$ cat config.mk
export PLATFORM = sky130hd
export DESIGN_NAME = pixl_receive_gen
export DESIGN_NICKNAME = d
export VERILOG_FILES = /design/src/rtl/pixl_pkg.sv /design/src/rtl/pixl_sync_bit.sv /design/src/rtl/pixl_receive_gen.sv
export SDC_FILE = /design/constraint.sdc
export NUM_CORES = 1
export LEC_CHECK = 0
export ABC_AREA = 1
export CORE_AREA = 2 2 270 339
export DETAILED_ROUTE_END_ITERATION = 6
export DIE_AREA = 0 0 272 341
export GPL_TIMING_DRIVEN = 0
export SLEW_MARGIN = 20
export SYNTH_ARGS = -nofsm -noshare
export SYNTH_HDL_FRONTEND = slang
export SYNTH_SLANG_ARGS = --single-unit
$ cat constraint.sdc
create_clock -name pixl_clk -period 40.2 [get_ports pixl_clk]
set_input_delay 8.04 -clock pixl_clk [delete_from_list [all_inputs] [get_ports pixl_clk]]
set_output_delay 8.04 -clock pixl_clk [all_outputs]
set_load 0.05 [all_outputs]
$ cat src/rtl/pixl_pkg.sv
// pixl_pkg: shared state encoding, default geometry and width helper for the pixel-lane receiver
package pixl_pkg;

    typedef enum logic [1:0] {
        IDLE,
        ARMED,
        CAPTURE
    } pixl_state_t;

    localparam int DEF_LANES       = 20;
    localparam int DEF_SAMPLES     = 25;
    localparam int DEF_LINES       = 500;
    localparam int DEF_SYNC_STAGES = 2;

    // Counter width for a modulo-n counter; never narrower than one bit.
    function automatic int cnt_w(input int n);
        return (n > 1) ? $clog2(n) : 1;
    endfunction

endpackage

$ cat src/rtl/pixl_sync_bit.sv
// pixl_sync_bit: single-bit flop-chain synchroniser with asynchronous clear
module pixl_sync_bit #(
    parameter int STAGES = 2
) (
    input  logic pixl_clk,
    input  logic rstn,
    input  logic d,
    output logic q
);

    logic [STAGES-1:0] chain;

    // Shift d through the chain; asynchronous clear, synchronous release.
    always_ff @(posedge pixl_clk or negedge rstn) begin
        if (!rstn) chain <= '0;
        else       chain <= {chain[STAGES-2:0], d};
    end

    assign q = chain[STAGES-1];

endmodule

$ cat src/rtl/pixl_receive_gen.sv
// pixl_receive_gen: lane deserialiser producing validated line words and frame bookkeeping
module pixl_receive_gen
    import pixl_pkg::*;
#(
    parameter  int LANES       = DEF_LANES,
    parameter  int SAMPLES     = DEF_SAMPLES,
    parameter  int LINES       = DEF_LINES,
    parameter  int SYNC_STAGES = DEF_SYNC_STAGES,
    localparam int SCNT_W      = cnt_w(SAMPLES),
    localparam int LINE_W      = cnt_w(LINES)
) (
    input  logic                       pixl_clk,
    input  logic                       rstn,
    input  logic [LANES-1:0]           pix_bit,
    input  logic                       frame_in,
    input  logic                       frame_en,
    output logic [LANES*SAMPLES-1:0]   data_out,
    output logic [LINE_W-1:0]          line_idx,
    output logic                       data_valid,
    output logic                       frame_start,
    output logic                       frame_done,
    output logic                       frame_det,
    output logic                       sync_err
);

    logic                     rst_n_i;
    logic                     en_s;
    logic                     en_s_d;
    logic [LANES-1:0]         pix_q;
    logic [LANES-1:0]         pix_d;
    logic                     frame_q;
    logic                     frame_q_d;
    logic                     mark;
    pixl_state_t              state;
    pixl_state_t              state_nx;
    logic [SCNT_W-1:0]        scnt;
    logic [LINE_W-1:0]        lcnt;
    logic                     start;
    logic                     eol;
    logic                     last;
    logic                     err;
    logic [LANES*SAMPLES-1:0] line_word;

    pixl_sync_bit #(.STAGES(2)) u_rst_sync (
        .pixl_clk (pixl_clk),
        .rstn     (rstn),
        .d        (1'b1),
        .q        (rst_n_i)
    );

    pixl_sync_bit #(.STAGES(SYNC_STAGES)) u_en_sync (
        .pixl_clk (pixl_clk),
        .rstn     (rst_n_i),
        .d        (frame_en),
        .q        (en_s)
    );

    // Pin capture stage plus one alignment stage so lane data lines up with the marker decision.
    always_ff @(posedge pixl_clk) begin
        pix_q <= pix_bit;
        pix_d <= pix_q;
    end

    // Registered marker and enable history for edge detection.
    always_ff @(posedge pixl_clk or negedge rst_n_i) begin
        if (!rst_n_i) begin
            frame_q   <= 1'b0;
            frame_q_d <= 1'b0;
            en_s_d    <= 1'b0;
        end else begin
            frame_q   <= frame_in;
            frame_q_d <= frame_q;
            en_s_d    <= en_s;
        end
    end

    assign mark = frame_q & ~frame_q_d;

    for (genvar l = 0; l < LANES; l++) begin : g_lane
        logic [SAMPLES-2:0] sr;
        logic [SAMPLES-1:0] lw;
        assign lw = {pix_d[l], sr};
        assign line_word[l*SAMPLES +: SAMPLES] = lw;
        // Newest sample enters at the MSB so sample 0 settles at bit 0 when the line completes.
        always_ff @(posedge pixl_clk) begin
            if (state == CAPTURE) sr <= lw[SAMPLES-1:1];
        end
    end

    // Next-state decode: marker acceptance, line/frame completion and premature-marker detection.
    always_comb begin
        state_nx = state;
        start    = 1'b0;
        err      = 1'b0;
        eol      = (state == CAPTURE) && (scnt == SCNT_W'(SAMPLES - 1));
        last     = eol && (lcnt == LINE_W'(LINES - 1));
        case (state)
            IDLE: state_nx = en_s ? ARMED : IDLE;
            ARMED: begin
                start    = mark;
                state_nx = mark ? CAPTURE : (en_s ? ARMED : IDLE);
            end
            CAPTURE: begin
                start    = mark;
                err      = mark & ~last;
                state_nx = (mark || !last) ? CAPTURE : (en_s ? ARMED : IDLE);
            end
            default: state_nx = IDLE;
        endcase
    end

    // State register.
    always_ff @(posedge pixl_clk or negedge rst_n_i) begin
        if (!rst_n_i) state <= IDLE;
        else          state <= state_nx;
    end

    // Sample and line counters, cleared on every accepted marker.
    always_ff @(posedge pixl_clk or negedge rst_n_i) begin
        if (!rst_n_i) begin
            scnt <= '0;
            lcnt <= '0;
        end else if (start) begin
            scnt <= '0;
            lcnt <= '0;
        end else if (state == CAPTURE) begin
            scnt <= eol ? '0 : scnt + 1'b1;
            if (eol) lcnt <= last ? '0 : lcnt + 1'b1;
        end
    end

    // Output word/index load, status pulses and sticky flags.
    always_ff @(posedge pixl_clk or negedge rst_n_i) begin
        if (!rst_n_i) begin
            data_out    <= '0;
            line_idx    <= '0;
            data_valid  <= 1'b0;
            frame_start <= 1'b0;
            frame_done  <= 1'b0;
            frame_det   <= 1'b0;
            sync_err    <= 1'b0;
        end else begin
            data_valid  <= eol;
            frame_start <= start;
            frame_done  <= last;
            frame_det   <= frame_det | mark;
            sync_err    <= err | (sync_err & ~(en_s & ~en_s_d));
            if (eol) begin
                data_out <= line_word;
                line_idx <= lcnt;
            end
        end
    end

endmodule

==> reports/results.tsv <==
metric	value	unit
Simple-Gate Fraction of Synth Area	16.9	%
vias in the first global route	21900	
CP Launch Type	register	
share of synthesized registers carrying an async set or reset	50.8	%
final hold vios	0	
overall power	2.48	mW
Initial Util	39.8	%
post-DR wirelength/cell	18.1	um
Synth Instances	2821	
final wirelength	86500	um
Vias/cell	4.57	
PwrDens	53.2	nW/um^2
Overflow after GRT	0	
Synthesis Warnings	0	
routed vias	21800	
die area	92800	um^2
first-pass GRT wire length	133000	um
Max-Cap Viols	0	
htree depth	3	
clk slew on worst S/H paths	0.06	ns
Commonest cells post-synth	nand2_1, dfrtp_1, edfxtp_1	
Root Driver	clkbuf_16	
Slowest-stage cell, CP	clkdlybuf4s50_1	
Total GRT Usage	18.6	%
CP Buf/Inv Count	1	
status	finished clean	
syn_nets	2852	
top-area cell type share of the netlist area	40.5	%
endpoint class of the critical path	output pin	
FMAX	99.6	MHz
Critical Path RT	32.16	ns
CTS Buffer Depth	3	
Metal-1 WL	36500	um
sum of negative setup slack	0	ns
post-synthesis mux area share	0	%
Core Rows	123	
Post-Synth XOR/XNOR Area	0.0738	%
area share of fa/ha/maj cells after synthesis	0.246	%
ys flop type	dfrtp_1	
met3 wire length	6100	um
CTS hold repair buffers	0	
CTS tree	done	
Seq/Total Area, Yosys	80.5	%
DRC viols	0	
Max Clock Skew	0.0184	ns
routed wl met2	41900	um
post-route ant nets	0	
Yosys top cell by area	edfxtp_1	
Die H	341	um
core outline area	89400	um^2
die width	272	um
Critical Path, Cell by Cell	clkdlybuf4s50_1	
Max Slew Vio Count	0	
fin crit share	25.0	%
top post-synthesis cells by area	edfxtp_1, dfrtp_1, nand2_1	
HPWL after detailed placement	59100	um
CTS Buf Count	104	
Routability Congestion	0.774	
slew at the pin closest to its max-slew limit	0.744	ns
Max FO, Critical Path	2	
Final setup viols	0	
largest net degree at the start of global routing	54	
area grow syn2layout	30.9	%
Syn Area/Cell	12.6	um^2
Max stage delay on crit path	0.94	ns
setup repair bufs after CTS	0	
Reg2Reg Setup Slack	37.51	ns
most common cell in the netlist	nand2_1	
EDFF count, synth	480	
drt pass-1 iters	5	
PortBufs	537	
placed inst area	43100	um^2
clk_lat worst skew	0.66	ns
Final Critical Period	10.04	ns
largest family of logic cells by synthesized area	simple AND/OR/NAND/NOR gates	
WHS	0.291	ns
HP Class	register to async pin	
io pins	538	
Synth cell types	25	
Seq cells post-synth	1057	
compound-cell area share of the yosys netlist	0.295	%
DRT iter0 DRCs	1602	
critical path class	register to output pin	
CTS sink count	1057	
PostCTS Resize Cnt	0	
Worst EP arrival	2.00	ns
Worst IR Drop VDD	0.0312	mV
RSZ-0062 raised after global routing	false	
final instance area	46600	um^2
Largest delay share family, worst path	buffers and inverters	
Post-layout nets	3518	
top sig layer	met5	
leakage power	20.9	nW
initial antenna violation count	1	
Rel. slew slack	50.3	%
synthesized cell area	35600	um^2
share of cells above drive strength 1	7.99	%
==> through the flow <==
| stage | instances | utilization (%) | setup WS (ns) |
|---|---|---|---|
| 5_1_grt | 4765 | 52.1 | 30.11 |
| 4_1_cts | 4765 | 52.1 | 30.09 |
| 3_5_place_dp | 4568 | 48.2 | 30.82 |
| 3_3_place_gp | 4545 | 47.5 | 15.85 |
| 2_1_floorplan | 2821 | - | 24.12 |
| 6_report | 4766 | 52.1 | 30.16 |
==> where the power goes <==
part / internal [mW] / leakage [nW] / switching [mW] / total, mW
Clock: 0.582 / 1.71 / 0.417 / 0.999
Sequential: 1.30 / 12.2 / 0.0545 / 1.36
Combinational: 0.0301 / 7.02 / 0.0964 / 0.127
==> final timing paths <==
path	startpoint	to	cells after the start
max in group asynchronous	rstn	u_rst_sync.chain[1]	1
worst min-delay path	u_rst_sync.chain[1]	data_out[329]	0
min in group pixl_clk	pix_q[9]	pix_d[9]	0
worst max register to register	state[0]	data_out[149]	9
worst min register to register	u_rst_sync.chain[1]	data_out[329]	0
worst max-delay path	data_out[132]	data_out[132]	1
==> metal layers <==
layer  vias to the layer above  global-route usage (%)
li1                      10400                       -
met1                     10800                    24.2
met2                       539                    30.4
met3                       116                    5.49
met4                         2                    5.46
met5                         -                       0
==> cells by family after synthesis <==
kind of cell             Yosys count
AO/OA/AOI/OAI                     20
XOR/XNOR                           3
adder cells (fa/ha/maj)            7
buffers and inverters            138
flip-flops                      1057
other                              1
AND/OR/NAND/NOR                 1595
==> cell type report <==
class,instances,area (um^2)
multi-input combinational,1626,6260
clock buffer,144,2920
clock inverter,53,629
fill,7721,42800
antenna,1,2.50
sequential,1057,28700
buffer,112,603
timing repair buffer,560,5960
inverter,26,97.6
tap,1187,1490
==> layout by cell type (no fill, tap or decap), types with 2 or more instances in the layout <==
cell,netlist,final
a21oi_1,4,4
buf_12,0,7
buf_16,0,16
buf_2,71,71
buf_4,21,21
buf_6,2,2
bufinv_16,0,11
clkbuf_1,18,45
clkbuf_16,0,107
clkbuf_8,0,10
clkdlybuf4s50_1,0,537
clkinv_1,0,7
clkinv_2,0,16
clkinv_4,0,3
clkinv_8,0,2
clkinvlp_4,0,9
dfrtp_1,537,536
dfxtp_1,40,40
edfxtp_1,480,480
ha_1,7,6
inv_1,25,25
inv_16,0,2
inv_6,0,3
nand2_1,1551,1551
nand2_2,2,2
nand3_1,11,11
nand4_1,4,4
nor2_1,24,24
o21ai_0,13,13
xor2_1,3,3
==> sequential cells by signal, indices dropped and copies added, names as in the netlist <==
name and count:
data_out 500, scnt 5, line_idx 9, frame_q_d 1
frame_det 1, pix_q 20, sync_err 1, frame_done 1
state 2, g_lane.sr 480, data_valid 1, lcnt 9
en_s_d 1, u_rst_sync.chain 2, frame_start 1, u_en_sync.chain 2
pix_d 20, frame_q 1
Power figures use the tool's default switching activity.
